File: config.mk
export PLATFORM = sky130hd
export DESIGN_NAME = md_ctrl
export DESIGN_NICKNAME = d
export VERILOG_FILES = /design/src/rtl/md_pkg.sv /design/src/rtl/md_div_core.sv /design/src/rtl/md_ctrl.sv
export SDC_FILE = /design/constraint.sdc
export NUM_CORES = 2
export LEC_CHECK = 0
export CAP_MARGIN = 20
export CORE_MARGIN = 2
export CORE_UTILIZATION = 34
export DETAILED_ROUTE_END_ITERATION = 8
export PLACE_DENSITY = 0.6
export SYNTH_ARGS = -nofsm -noshare
export SYNTH_HDL_FRONTEND = slang
export SYNTH_SLANG_ARGS = --single-unit
File: constraint.sdc
create_clock -name clk -period 4.8 [get_ports clk]
set_input_delay 0.96 -clock clk [delete_from_list [all_inputs] [get_ports clk]]
set_output_delay 0.96 -clock clk [all_outputs]
set_load 0.02 [all_outputs]
File: src/rtl/md_pkg.sv
// Shared op codes, widths and default latencies for the multiply/divide stage.
// The divider is compiled in only when MD_DIV_EN is defined.
package md_pkg;

    localparam int MD_OP_W   = 4;
    localparam int MD_DATA_W = 32;

    localparam int MD_MULT_CYCLES_DEF = 5;
    localparam int MD_DIV_CYCLES_DEF  = 10;

    localparam logic [MD_OP_W-1:0] MD_NONE  = 4'd0;
    localparam logic [MD_OP_W-1:0] MD_MULT  = 4'd1;
    localparam logic [MD_OP_W-1:0] MD_MULTU = 4'd2;
    localparam logic [MD_OP_W-1:0] MD_DIV   = 4'd3;
    localparam logic [MD_OP_W-1:0] MD_DIVU  = 4'd4;
    localparam logic [MD_OP_W-1:0] MD_MTHI  = 4'd5;
    localparam logic [MD_OP_W-1:0] MD_MTLO  = 4'd6;
    localparam logic [MD_OP_W-1:0] MD_MFHI  = 4'd7;
    localparam logic [MD_OP_W-1:0] MD_MFLO  = 4'd8;

endpackage

File: src/rtl/md_div_core.sv
// Combinational 32-bit signed/unsigned divider: truncating quotient, remainder
// takes the dividend's sign, flags divide-by-zero and pins INT_MIN / -1.
module md_div_core
    import md_pkg::*;
(
    input  logic [MD_DATA_W-1:0] dividend,
    input  logic [MD_DATA_W-1:0] divisor,
    input  logic                 is_signed,
    output logic [MD_DATA_W-1:0] quotient,
    output logic [MD_DATA_W-1:0] remainder,
    output logic                 div_by_zero
);

    logic                 neg_a;
    logic                 neg_b;
    logic [MD_DATA_W-1:0] mag_a;
    logic [MD_DATA_W-1:0] mag_b;
    logic [MD_DATA_W-1:0] safe_b;
    logic [MD_DATA_W-1:0] q_mag;
    logic [MD_DATA_W-1:0] r_mag;

    always_comb begin
        neg_a       = is_signed & dividend[MD_DATA_W-1];
        neg_b       = is_signed & divisor[MD_DATA_W-1];
        mag_a       = neg_a ? ('0 - dividend) : dividend;
        mag_b       = neg_b ? ('0 - divisor) : divisor;
        div_by_zero = (divisor == '0);
        // Substitute 1 so the divide is always defined; result is discarded upstream.
        safe_b      = div_by_zero ? MD_DATA_W'(1) : mag_b;
        q_mag       = mag_a / safe_b;
        r_mag       = mag_a % safe_b;
        quotient    = (neg_a ^ neg_b) ? ('0 - q_mag) : q_mag;
        remainder   = neg_a ? ('0 - r_mag) : r_mag;
        if (is_signed && (dividend == 32'h8000_0000) && (divisor == '1)) begin
            quotient  = 32'h8000_0000;
            remainder = '0;
        end
    end

endmodule

File: src/rtl/md_ctrl.sv
// Multiply/divide control with architectural HI/LO, busy countdown and D-stage stall.
// Define MD_DIV_EN to build the DIV/DIVU path; otherwise those ops act as NONE.
module md_ctrl
    import md_pkg::*;
#(
    parameter int MULT_CYCLES = MD_MULT_CYCLES_DEF,
    parameter int DIV_CYCLES  = MD_DIV_CYCLES_DEF
) (
    input  logic                 clk,
    input  logic                 reset,
    input  logic                 start,
    input  logic [MD_OP_W-1:0]   md_op,
    input  logic [MD_DATA_W-1:0] rs_data,
    input  logic [MD_DATA_W-1:0] rt_data,
    input  logic                 md_in_d,
    output logic                 busy,
    output logic                 stall_req,
    output logic [MD_DATA_W-1:0] md_out,
    output logic [MD_DATA_W-1:0] hi,
    output logic [MD_DATA_W-1:0] lo
);

    localparam int MAX_CYCLES = (MULT_CYCLES > DIV_CYCLES) ? MULT_CYCLES : DIV_CYCLES;
    localparam int CNT_W      = $clog2(MAX_CYCLES + 1);

    logic [CNT_W-1:0]       cnt_q, cnt_d;
    logic [MD_DATA_W-1:0]   hi_q, hi_d;
    logic [MD_DATA_W-1:0]   lo_q, lo_d;
    logic [2*MD_DATA_W-1:0] pend_q, pend_d;
    logic                   pend_wr_q, pend_wr_d;

    logic                   is_mul;
    logic                   is_div;
    logic                   issue;
    logic                   mul_signed;
    logic [2*MD_DATA_W-1:0] mul_a;
    logic [2*MD_DATA_W-1:0] mul_b;
    logic [2*MD_DATA_W-1:0] product;
    logic [MD_DATA_W-1:0]   div_q;
    logic [MD_DATA_W-1:0]   div_r;
    logic                   div_zero;

`ifdef MD_DIV_EN
    assign is_div = (md_op == MD_DIV) || (md_op == MD_DIVU);

    md_div_core u_div (
        .dividend    (rs_data),
        .divisor     (rt_data),
        .is_signed   (md_op == MD_DIV),
        .quotient    (div_q),
        .remainder   (div_r),
        .div_by_zero (div_zero)
    );
`else
    assign is_div   = 1'b0;
    assign div_q    = '0;
    assign div_r    = '0;
    assign div_zero = 1'b0;
`endif

    always_comb begin
        is_mul     = (md_op == MD_MULT) || (md_op == MD_MULTU);
        mul_signed = (md_op == MD_MULT);
        // Sign/zero-extend to 64 bits; the truncated 64x64 product is the exact 32x32 result.
        mul_a      = {{MD_DATA_W{mul_signed & rs_data[MD_DATA_W-1]}}, rs_data};
        mul_b      = {{MD_DATA_W{mul_signed & rt_data[MD_DATA_W-1]}}, rt_data};
        product    = mul_a * mul_b;

        busy       = (cnt_q != '0);
        issue      = start & ~busy & (is_mul | is_div);
        stall_req  = md_in_d & (busy | (start & (is_mul | is_div)));

        cnt_d      = cnt_q;
        hi_d       = hi_q;
        lo_d       = lo_q;
        pend_d     = pend_q;
        pend_wr_d  = pend_wr_q;

        if (issue) begin
            cnt_d     = is_mul ? CNT_W'(MULT_CYCLES) : CNT_W'(DIV_CYCLES);
            pend_d    = is_mul ? product : {div_r, div_q};
            pend_wr_d = is_mul | ~div_zero;
        end else if (busy) begin
            cnt_d = cnt_q - CNT_W'(1);
            if (cnt_q == CNT_W'(1) && pend_wr_q) begin
                hi_d = pend_q[2*MD_DATA_W-1:MD_DATA_W];
                lo_d = pend_q[MD_DATA_W-1:0];
            end
        end else if (start && md_op == MD_MTHI) begin
            hi_d = rs_data;
        end else if (start && md_op == MD_MTLO) begin
            lo_d = rs_data;
        end

        hi = hi_q;
        lo = lo_q;
        if (md_op == MD_MFHI) begin
            md_out = hi_q;
        end else if (md_op == MD_MFLO) begin
            md_out = lo_q;
        end else begin
            md_out = '0;
        end
    end

    always_ff @(posedge clk or posedge reset) begin
        if (reset) begin
            cnt_q     <= '0;
            hi_q      <= '0;
            lo_q      <= '0;
            pend_q    <= '0;
            pend_wr_q <= 1'b0;
        end else begin
            cnt_q     <= cnt_d;
            hi_q      <= hi_d;
            lo_q      <= lo_d;
            pend_q    <= pend_d;
            pend_wr_q <= pend_wr_d;
        end
    end

endmodule

==> results.md <==
* Status: finished, violations left
* Failing checks: negative setup slack
* DIE AREA at 131000 µm²
* Synthesis-to-layout area growth at 33.21%
* Most numerous cell in the Yosys netlist: inv_1
* CTS tree: yes
* CP arrival at 8.44 ns
* DP Area at 52540 µm²
* Clk_lat worst skew at 0.42 ns
* RSZ-0062 raised after global routing: yes
* Number of buffers created by CTS at 17
* Initial Util at 34.22%
* Clock slew at reported path FFs at 0.06 ns
* FF/Latch Area at 3328 µm²
* CTS root buf: clkbuf_16
* # fillers at 11777
* # rows at 131
* Gpl congestion at 0.9175
* # clock sinks at 133
* CP endpoint kind: flop
* Highest clock rate at 0.1231 GHz
* Die width at 362.0 µm
* Cell mode on critical path: fa_1
* Syn_nets at 6226
* Setup TNS at -145.73 ns
* Synth Warn # at 0
* Number of global-route vias before repair at 38898
* Top cell type's share of synthesized area at 51.68%
* Io pins at 170
* Total routed wirelength at 149.3 mm
* CTS Buffer Depth at 2
* Mean post-synth cell area at 9.050 µm²
* Rel. slew slack at 37.98%
* Critical Path Max Stage Delay at 0.63 ns
* Worst-Margin Slew at 0.9303 ns
* Share of post-route cells with drive strength above 1 at 25.07%
* Detailed placement HPWL at 116.6 mm
* Port Buffers at 169
* Layout Skew at 0.01129 ns
* Worst path slowest cell: fa_2
* Post-synthesis cell area at 43580 µm²
* WP data required at 5.12 ns
* Critical setup path kind: in -> reg
* Via/cell ratio at 4.915
* Final hold viol count at 0
* Die Y at 362.0 µm
* Routed length per instance at 20.64 µm
* Top_reg_cell synth: dfrtp_1
* Async S/R FF share, synth at 100.0%
* Largest net degree at the start of global routing at 81
* Final net count at 6968
* Initial antenna violation count at 9
* Synth cell types at 64
* Fin crit share at 169.3%
* Final setup violation count at 57
* Final Cell Area at 58050 µm²
* First-pass detailed-route iteration total at 5
* Largest cells by area after synthesis: fa_1 52%, inv_1 9.9%, dfrtp_1 7.6%
* Syn Inst Count at 4815
* EDFF count, synth at 0
* Largest area contributor in the netlist: fa_1
* Drt initial violations at 2666
* CP startpoint kind: input pin
* GRT Residual Overflow at 0
* Maxcap violations at 0
* Crit path time final at 8.125 ns
* Sequential area share after synthesis at 7.638%
* Post-synth top cells: 1150 x inv_1, 1125 x fa_1, 861 x nand2_1
* Area of the multi-input gates at 37260 µm²
* GRT Resource Usage Total at 23.09%
* DRC viols at 0
* First-pass GRT wire length at 231.8 mm
* #FFs+latches synth at 133
* H-tree Lvls at 4
* Min-Delay Path Class: reg -> reg
* Via count at 35568
* Final WS setup at -3.325 ns
* Core Footprint at 127400 µm²
* CP Max Fanout at 5
* Antenna viol nets, final at 0
* Pins Over Slew Limit at 0
[worst max-delay path: cells and delay by family]
kind / cells / cell delay, ns
AO/OA/AOI/OAI: 9 / 1.67
adder cells (fa/ha/maj): 9 / 4.21
buffers and inverters: 9 / 0.89
AND/OR/NAND/NOR: 3 / 0.67
[layer usage]
metal	GRT usage (%)	vias to the layer above	wire length, µm
met5	0	-	13
met4	9.338	2	7127
li1	-	15466	-
met3	3.848	278	10820
met2	38.43	1257	71710
met1	29.91	18565	59660
[sequential cells by signal, indices dropped and copies added, names as in the netlist]
name,count
pend_wr_q,1
pend_q,64
lo,32
hi,32
cnt_q,4
[cell usage in the layout (no fill, tap or decap), types with 49 or more instances in the layout]
| cell | count |
|---|---|
| a21oi_1 | 157 |
| and2_1 | 257 |
| and3_1 | 49 |
| buf_12 | 121 |
| buf_4 | 558 |
| buf_6 | 124 |
| clkdlybuf4s50_1 | 108 |
| dfrtp_1 | 133 |
| fa_1 | 1042 |
| fa_2 | 83 |
| ha_1 | 153 |
| ha_4 | 58 |
| inv_1 | 1082 |
| inv_2 | 64 |
| nand2_1 | 808 |
| nor2_1 | 117 |
| o21ai_1 | 56 |
[logic make-up after synthesis]
kind of cell             count (synthesis)  synth area share (%)
XOR/XNOR                                76                 1.528
AND/OR/NAND/NOR                       1410                 14.61
adder cells (fa/ha/maj)               1339                 57.83
AO/OA/AOI/OAI                          425                 5.938
multiplexers                             6                0.1550
flip-flops                             133                 7.638
buffers and inverters                 1426                 12.31
[repair_timing]
| item | 4_1_cts | 5_1_grt |
|---|---|---|
| setup endpoints to repair | 59 | 58 |
| resized for setup | 600 | 274 |
| gates cloned | 20 | 1 |
| pin swaps | 251 | 222 |
| hold buffers | 0 | 0 |
| buffers inserted | 158 | 86 |
[through the flow]
stage | util (%) | std cells | hold slack, ns | setup WS [ns]
2_1_floorplan | - | 4815 | 0.4350 | -3.433
3_3_place_gp | 41.25 | 6962 | 0.4604 | -4.351
5_1_grt | 45.58 | 7235 | 0.5098 | -3.584
4_1_cts | 44.50 | 7160 | 0.4788 | -3.405
3_5_place_dp | 41.25 | 6962 | 0.4627 | -4.422
6_report | 45.58 | 7236 | 0.4820 | -3.325
[area by class of cell]
class	instances	area share, %
Antenna cell	5	0.02155
Clock buffer	19	0.7630
Clock inverter	12	0.2500
Inverter	1151	7.468
Multi-Input combinational cell	3256	64.19
Sequential cell	133	5.733
Tap cell	1662	3.582
Timing Repair Buffer	998	17.99
[path summary, 6_finish.rpt]
check,cells past startpoint,from,endpoint,slack (ns)
max,30,md_op[3],pend_q[61],-3.32
min,1,pend_wr_q,pend_wr_q,0.48
max reg2reg,7,cnt_q[2],pend_q[60],2.12
min reg2reg,1,pend_wr_q,pend_wr_q,0.48
max in group asynchronous,3,reset,hi[9],2.88
min in group asynchronous,2,reset,pend_q[13],1.10
Power is not shown: default switching activity piles up to over one toggle a cycle in this logic, so the estimate is an artifact.
